===== config.mk =====
export PLATFORM = sky130hd
export DESIGN_NAME = clint_timer
export DESIGN_NICKNAME = d
export VERILOG_FILES = /design/src/rtl/clint_timer.sv
export SDC_FILE = /design/constraint.sdc
export NUM_CORES = 1
export LEC_CHECK = 0
export BUFFER_PORTS_ARGS = -buffer_cell sky130_fd_sc_hd__buf_2
export CAP_MARGIN = 20
export CORE_MARGIN = 2
export CORE_UTILIZATION = 55
export CTS_CLUSTER_DIAMETER = 120
export DETAILED_ROUTE_END_ITERATION = 10
export PLACE_DENSITY = 0.78
export SYNTH_ARGS = -nofsm -noshare
export SYNTH_HDL_FRONTEND = slang
export SYNTH_SLANG_ARGS = --single-unit

===== constraint.sdc =====
create_clock -name i_clk -period 3.1 [get_ports i_clk]
set_input_delay 0.62 -clock i_clk [delete_from_list [all_inputs] [get_ports i_clk]]
set_output_delay 0.62 -clock i_clk [all_outputs]
set_load 0.01 [all_outputs]

===== src/rtl/clint_timer.sv =====
// Core-local interruptor: 64-bit mtime with prescaler, mtimecmp compare, msip soft-interrupt bit.
// Latency: one-cycle registered response; register writes land at the accept edge.
// Backpressure: one-deep response slot; the request port stalls only while a response is held.
module clint_timer #(
    parameter int unsigned TICK_DIV = 1,
    parameter int unsigned ADDR_W   = 16
) (
    input  logic              i_clk,
    input  logic              i_rst_n,
    input  logic              i_req_valid,
    output logic              o_req_ready,
    input  logic [ADDR_W-1:0] i_req_addr,
    input  logic              i_req_we,
    input  logic [31:0]       i_req_wdata,
    input  logic [3:0]        i_req_wmask,
    output logic              o_resp_valid,
    input  logic              i_resp_ready,
    output logic [31:0]       o_resp_rdata,
    output logic              o_resp_err,
    output logic [63:0]       o_mtime,
    output logic              o_int_timer,
    output logic              o_int_soft
);

    localparam int unsigned PW = (TICK_DIV > 1) ? $clog2(TICK_DIV) : 1;
    localparam logic [PW-1:0] PRESC_MAX = PW'(TICK_DIV - 1);

    localparam logic [ADDR_W-1:0] A_MSIP    = ADDR_W'(16'h0000);
    localparam logic [ADDR_W-1:0] A_CMP_LO  = ADDR_W'(16'h4000);
    localparam logic [ADDR_W-1:0] A_CMP_HI  = ADDR_W'(16'h4004);
    localparam logic [ADDR_W-1:0] A_TIME_LO = ADDR_W'(16'hBFF8);
    localparam logic [ADDR_W-1:0] A_TIME_HI = ADDR_W'(16'hBFFC);

    typedef struct packed {
        logic [31:0] rdata;
        logic        err;
    } resp_t;

    logic [PW-1:0] presc_q, presc_d;
    logic [63:0]   mtime_q, mtime_d;
    logic [63:0]   mtimecmp_q, mtimecmp_d;
    logic          msip_q, msip_d;
    logic          int_timer_q, int_timer_d;
    logic          resp_vld_q, resp_vld_d;
    resp_t         resp_q, resp_d;

    logic        tick;
    logic        accept;
    logic        wr_en;
    logic        sel_msip, sel_cmp_lo, sel_cmp_hi, sel_time_lo, sel_time_hi;
    logic        addr_err;
    logic [31:0] rd_val;

    function automatic logic [31:0] merge_bytes(input logic [31:0] old_val,
                                                input logic [31:0] wr_val,
                                                input logic [3:0]  mask);
        logic [31:0] r;
        r = old_val;
        for (int b = 0; b < 4; b++) begin
            if (mask[b]) r[8*b +: 8] = wr_val[8*b +: 8];
        end
        return r;
    endfunction

    assign o_req_ready = !resp_vld_q || i_resp_ready;

    always_comb begin
        presc_d     = presc_q;
        mtime_d     = mtime_q;
        mtimecmp_d  = mtimecmp_q;
        msip_d      = msip_q;
        resp_vld_d  = resp_vld_q;
        resp_d      = resp_q;
        int_timer_d = (mtime_q >= mtimecmp_q);
        rd_val      = 32'd0;

        tick    = (presc_q == PRESC_MAX);
        presc_d = tick ? '0 : presc_q + 1'b1;

        sel_msip    = (i_req_addr == A_MSIP);
        sel_cmp_lo  = (i_req_addr == A_CMP_LO);
        sel_cmp_hi  = (i_req_addr == A_CMP_HI);
        sel_time_lo = (i_req_addr == A_TIME_LO);
        sel_time_hi = (i_req_addr == A_TIME_HI);
        addr_err    = !(sel_msip || sel_cmp_lo || sel_cmp_hi || sel_time_lo || sel_time_hi);

        if (sel_msip)    rd_val = {31'd0, msip_q};
        if (sel_cmp_lo)  rd_val = mtimecmp_q[31:0];
        if (sel_cmp_hi)  rd_val = mtimecmp_q[63:32];
        if (sel_time_lo) rd_val = mtime_q[31:0];
        if (sel_time_hi) rd_val = mtime_q[63:32];

        accept = i_req_valid && o_req_ready;
        // An all-zero mask is a no-op and must not suppress the tick on mtime.
        wr_en  = accept && i_req_we && !addr_err && (i_req_wmask != 4'd0);

        if (tick) mtime_d = mtime_q + 64'd1;
        if (wr_en && sel_time_lo)
            mtime_d = {mtime_q[63:32], merge_bytes(mtime_q[31:0], i_req_wdata, i_req_wmask)};
        // A hi write keeps the lo increment but drops its carry into hi.
        if (wr_en && sel_time_hi)
            mtime_d = {merge_bytes(mtime_q[63:32], i_req_wdata, i_req_wmask),
                       mtime_q[31:0] + {31'd0, tick}};
        if (wr_en && sel_cmp_lo)
            mtimecmp_d[31:0] = merge_bytes(mtimecmp_q[31:0], i_req_wdata, i_req_wmask);
        if (wr_en && sel_cmp_hi)
            mtimecmp_d[63:32] = merge_bytes(mtimecmp_q[63:32], i_req_wdata, i_req_wmask);
        if (wr_en && sel_msip && i_req_wmask[0])
            msip_d = i_req_wdata[0];

        if (accept) begin
            resp_vld_d   = 1'b1;
            resp_d.rdata = (i_req_we || addr_err) ? 32'd0 : rd_val;
            resp_d.err   = addr_err;
        end else if (i_resp_ready) begin
            resp_vld_d = 1'b0;
        end
    end

    always_ff @(posedge i_clk or negedge i_rst_n) begin
        if (!i_rst_n) begin
            presc_q     <= '0;
            mtime_q     <= 64'd0;
            mtimecmp_q  <= 64'hFFFF_FFFF_FFFF_FFFF;
            msip_q      <= 1'b0;
            int_timer_q <= 1'b0;
            resp_vld_q  <= 1'b0;
            resp_q      <= '0;
        end else begin
            presc_q     <= presc_d;
            mtime_q     <= mtime_d;
            mtimecmp_q  <= mtimecmp_d;
            msip_q      <= msip_d;
            int_timer_q <= int_timer_d;
            resp_vld_q  <= resp_vld_d;
            resp_q      <= resp_d;
        end
    end

    assign o_resp_valid = resp_vld_q;
    assign o_resp_rdata = resp_q.rdata;
    assign o_resp_err   = resp_q.err;
    assign o_mtime      = mtime_q;
    assign o_int_timer  = int_timer_q;
    assign o_int_soft   = msip_q;

endmodule


* Yosys cells after proc, flatten, opt, wreduce, memory -nomap -nowiden
Cells that the tools add are included.
** Word-level totals
- Bits in registers :: 165
- Bits of input ports :: 57
- Word-level logic and storage cells :: 95
** Operators by class
- Add/sub/neg operators :: 3
- Magnitude comparators :: 1
- Eq/ne operators :: 15
- Mux-type cells :: 16
- Bitwise operators :: 1
- Reduce and logical (&&, ||, !) cells :: 37
** Operators with widths (number)
- two-way mux 64 bit :: 3
- two-way mux 32 bit :: 5
- adder 64 x 1 -> 64 bit, second input constant :: 1
- greater-or-equal comparator 64 bit :: 1
- adder 32 x 1 -> 32 bit :: 1
- == test 16 x 15 -> 1 bit, second input constant :: 2
- == test 16 bit, second input constant :: 2
- two-way mux 8 bit :: 4
- AND reduction 2 bit :: 12
- logical NOT 16 bit :: 1
- != test 3 x 2 -> 1 bit, second input constant :: 4
- AND reduction 3 bit :: 4
- logical AND 1 bit :: 10
- != test 2 bit, second input constant :: 4
- logical OR 1 bit :: 6
- two-way mux 1 bit :: 4
- != test 2 x 1 -> 1 bit, second input constant :: 2
- nonzero test 4 bit :: 1
- != test 3 x 1 -> 1 bit, second input constant :: 1
- logical NOT 1 bit :: 2
- nonzero test 2 bit :: 1
- adder 1 bit, second input constant :: 1
- inverter 1 bit :: 1

* Depth between registers and ports, before layout
- Depth after elaboration :: 10
- Depth in mapped cells :: 9
- Mapped depth without buffers :: 8

* Worst setup path before layout
OpenSTA, ideal clock, no wires.
- Kind :: input-to-reg
- From :: in i_req_wmask[1]
- To :: reg mtimecmp_q[0]
- Library setup time :: 0.085 ns
- Arrival :: 2.572 ns
- Slack :: 0.443 ns
- Stages on the path :: 9
- Path buffers :: 3
- Cell sequence :: buf_2 or4_4 and4_1 buf_2 and3_1 and2_1 buf_6 nand2_8 mux2_1
** On the way
- Cells in the longest elaborated chain, start to end :: 4
** RTL lines
- start: declaration :: line 15 : input logic [3:0] i_req_wmask,
- nonzero test 4 bit :: line 95 : wr_en = accept && i_req_we && !addr_err && (i_req_wmask != 4'd0);
- logical AND 1 bit :: line 95
- logical AND 1 bit :: line 104 : if (wr_en && sel_cmp_lo)
- AND reduction 2 bit (no line)
- end signal: assignment :: line 132 : mtimecmp_q <= mtimecmp_d;
- end: declaration :: line 41 : logic [63:0] mtimecmp_q, mtimecmp_d;
Every way passes these cells.
A chain may end at the register's enable or synchronous reset.

* Final worst setup path
- From :: reg mtime_q[0] (netlist: o_mtime[0])
- To :: reg int_timer_q (netlist: o_int_timer)
** On the way
- Cells in the longest elaborated chain, start to end :: 1
** RTL lines
- start: declaration :: line 40 : logic [63:0] mtime_q, mtime_d;
- start signal: assignment :: line 131 : mtime_q <= mtime_d;
- greater-or-equal comparator 64 bit :: line 74 : int_timer_d = (mtime_q >= mtimecmp_q);
- net int_timer_d :: line 43 : logic int_timer_q, int_timer_d;
- end signal: assignment :: line 134 : int_timer_q <= int_timer_d;
- end: declaration :: line 43
The timed path passes the listed nets, and every way through them passes these cells.

==> results.yml <==
layout:
  regArea_mm2: 0.004184
  drive_gt1_share_pct: 29.87
  fill_cells: 1528
  fin_nets: 1371
  area_growth_pct: 19.22
  multi_input_area_mm2: 0.005692
  n_antenna_cell: 0
sta:
  max_slew_margin_pct: 33.19
  max_freq_ghz: 0.3472
  finalSetupViolCount: 0
  hold_violations: 0
  worstMarginPinSlew_ns: 0.9946
  grt_setup_unrepaired: "no"
  tns_ns: 0
  fin_crit_ns: 2.880
  final_max_slew_viol_count: 0
  clock_skew_ns: 0.01039
  period_share_pct: 92.90
floorplan:
  initial_core_util_pct: 55.71
  die-height_um: 141.2
  coreArea_mm2: 0.01858
  rows: 50
  io_pins: 158
  fp.dieW_um: 141.2
  die_area_mm2: 0.01993
outcome:
  status: "completed"
critical_path:
  path_class: "reg2reg"
  critPathBufInv: 1
  path_cells: "inv_1 -> ha_1 -> nand2b_1 -> a2111oi_0 -> o31ai_1 -> a211o_1 -> a211o_1 -> a21o_1"
  crit_path_frequent_cell: "a211o_1"
  start_kind: "flip-flop"
  crit_path_top_delay_cell: "a2111oi_0"
  cp_top_family: "compound AO/OA/AOI/OAI gates"
  end_kind: "flip-flop"
  worstPathRequired_ns: 3.43
  cp_max_fo: 5
  arrival_ns: 3.21
  max_stage_delay_ns: 0.66
logic_synthesis:
  ys_top_cells_by_area: "dfrtp_1 24%, dfstp_2 16%, ha_1 7.9%"
  synth_edf_count: 0
  yosysTopAreaCell: "dfrtp_1"
  yosys_register_bits: 164
  synth.avg_cell_area_um2: 9.692
  yosys_most_used_dff: "dfrtp_1"
  synth_cell_types: 79
  yosysSeqAreaShare_pct: 40.42
  synth_fp_nets: 1190
  async_flop_share_pct: 100.0
  syn_area_mm2: 0.01035
  synth_top_area_share_pct: 24.18
  yosys_warnings: 0
  synthCells: 1068
hold_path:
  hp-class: "in2async"
detailed_routing:
  drt_pass1_iterations: 9
  wl_per_cell_um: 21.81
  first_iter_violations: 877
  vias_per_cell: 6.553
  via_count: 9804
  drc: 0
  ant_nets: 0
  routed_wl_mm: 32.63
placed_design:
  place.gp.congestion: 0.9504
  post-dp-hpwl_mm: 23.91
  numPortBuffers: 157
global_routing:
  grt_use_total_pct: 33.21
  grt_pass1_wl_mm: 52.00
  grt_overflow: 0
  antenna_found_initial: 0
  grt_pass1_vias: 9513
  grt_max_degree: 66
clock_network:
  clock_latency_ns: 0.44
  post_cts_hold_buffer_count: 0
  cts_buffers: 17
  post_cts_buffers: 0
  cts_resized: 0
  clk_path_buf_depth: 2
  path_clk_slew_ns: 0.07
  clock-sinks: 164
  h-tree-depth: 4
  cts_tree: "yes"
  clockRootBuffer: "clkbuf_16"
power:
  p_leak_nw: 5.375
  p_per_area_mw_per_mm2: 387.8
  p_total_mw: 4.786
  irDropWorstVdd_mv: 0.3745
flow_run:
  cap_viol_max_count: 0
==> layer usage <==
metal | up-vias | routed length [um] | global-route usage (%)
li1 | 4410 | - | -
met1 | 4783 | 13580 | 45.90
met2 | 542 | 15300 | 52.71
met3 | 69 | 2867 | 6.250
met4 | 0 | 876 | 11.47
met5 | - | 0 | 0
==> state kept, by name (all words and copies together), names as in the netlist <==
register and count:
mtimecmp_q 64, o_mtime 64, o_int_timer 1, o_resp_err 1, o_int_soft 1, o_resp_rdata 32, o_resp_valid 1
==> power by group <==
part / leakage, nW / switching, mW / internal [mW]
Sequential: 1.94 / 0.0328 / 2.16
Clock: 0.309 / 0.907 / 1.39
Combinational: 3.13 / 0.200 / 0.0986
Total: 5.37 / 1.14 / 3.65
==> cell type report <==
cell class / instances / share of cell area (%)
clock buffer: 22 / 4.015
clock inverter: 10 / 1.166
tap: 234 / 2.373
sequential: 164 / 33.90
multi-input combinational: 779 / 46.12
inverter: 76 / 2.312
timing repair buffer: 211 / 10.11
==> cell usage after synthesis (7+ instances only) <==
master    instances
nand2_1          83
a21o_1           17
mux2_1           32
o21a_1           15
nand4_1          23
a222oi_1         29
and2_1            7
o21ai_0          74
a211oi_1         34
o21ai_1          33
ha_1             65
dfstp_2          64
and3_1           22
inv_1            76
mux2_2           35
dfrtp_1         100
nor2_1           70
nand3_1          30
mux2i_1           8
a311oi_1         10
nor4_1           15
buf_2            12
a21oi_1          38
and4_1           11
clkbuf_1         32
nor3_1           24
==> cells by family after synthesis <==
logic type               synth area share [%]
multiplexers                            8.062
adder cells (fa/ha/maj)                 7.857
AND/OR/NAND/NOR                         18.61
flip-flops                              40.42
buffers and inverters                   4.835
AO/OA/AOI/OAI                           20.21
==> cells in the final DEF, fill, tap and decap left out, drive strengths merged, types with 3 or more instances in the layout <==
master	n
o221a	3
nand2	88
a221o	4
clkbuf	22
and4	11
o32ai	4
a21oi	38
clkinv	4
dfstp	64
o211ai	5
o31ai	6
bufinv	3
o21a	15
a221oi	4
dfrtp	100
nand3	32
a311oi	10
nand4	26
o22ai	4
nor3	29
mux2	67
a21o	17
o21ai	107
ha	65
a211o	5
a211oi	35
mux2i	8
a31oi	4
or4	4
nand2b	5
buf	211
a222oi	29
and3	22
and2	8
nor4	24
nor2	71
inv	77
==> path summary, 6_finish.rpt <==
kind	startpoint	depth (start not counted)	slack (ns)	to
worst max-delay path	o_mtime[0]	8	0.22	o_int_timer
min in group i_clk	i_req_wdata[2]	2	0.46	mtimecmp_q[2]
worst min-delay path	i_rst_n	1	0.17	o_resp_rdata[5]
worst min register to register	o_resp_rdata[23]	2	0.48	o_resp_rdata[23]
max in group asynchronous	i_rst_n	2	2.13	mtimecmp_q[47]
worst max register to register	o_mtime[0]	8	0.22	o_int_timer
==> worst register-to-register path, stage by stage, from the launching register on <==
cell       delay, ns
dfrtp_1         0.43
inv_1           0.10
ha_1            0.29
nand2b_1        0.16
a2111oi_0       0.66
o31ai_1         0.27
a211o_1         0.42
a211o_1         0.30
a21o_1          0.16
==> per-stage QoR <==
step                      instances  setup slack (ns)  util [%]  cell area (um2)  hold WS, ns
after floorplan                1068            0.4432         -            10350       0.3244
after global placement         1464            0.1266     62.93            11690       0.4609
after detailed placement       1464         0.0005087     62.93            11690       0.4706
after CTS                      1496            0.1808     66.37            12330       0.2024
after global routing           1496           0.07294     66.42            12340       0.2087
final                          1496            0.2200     66.42            12340       0.1694
Note: power is estimated with default switching activity, not from simulation.
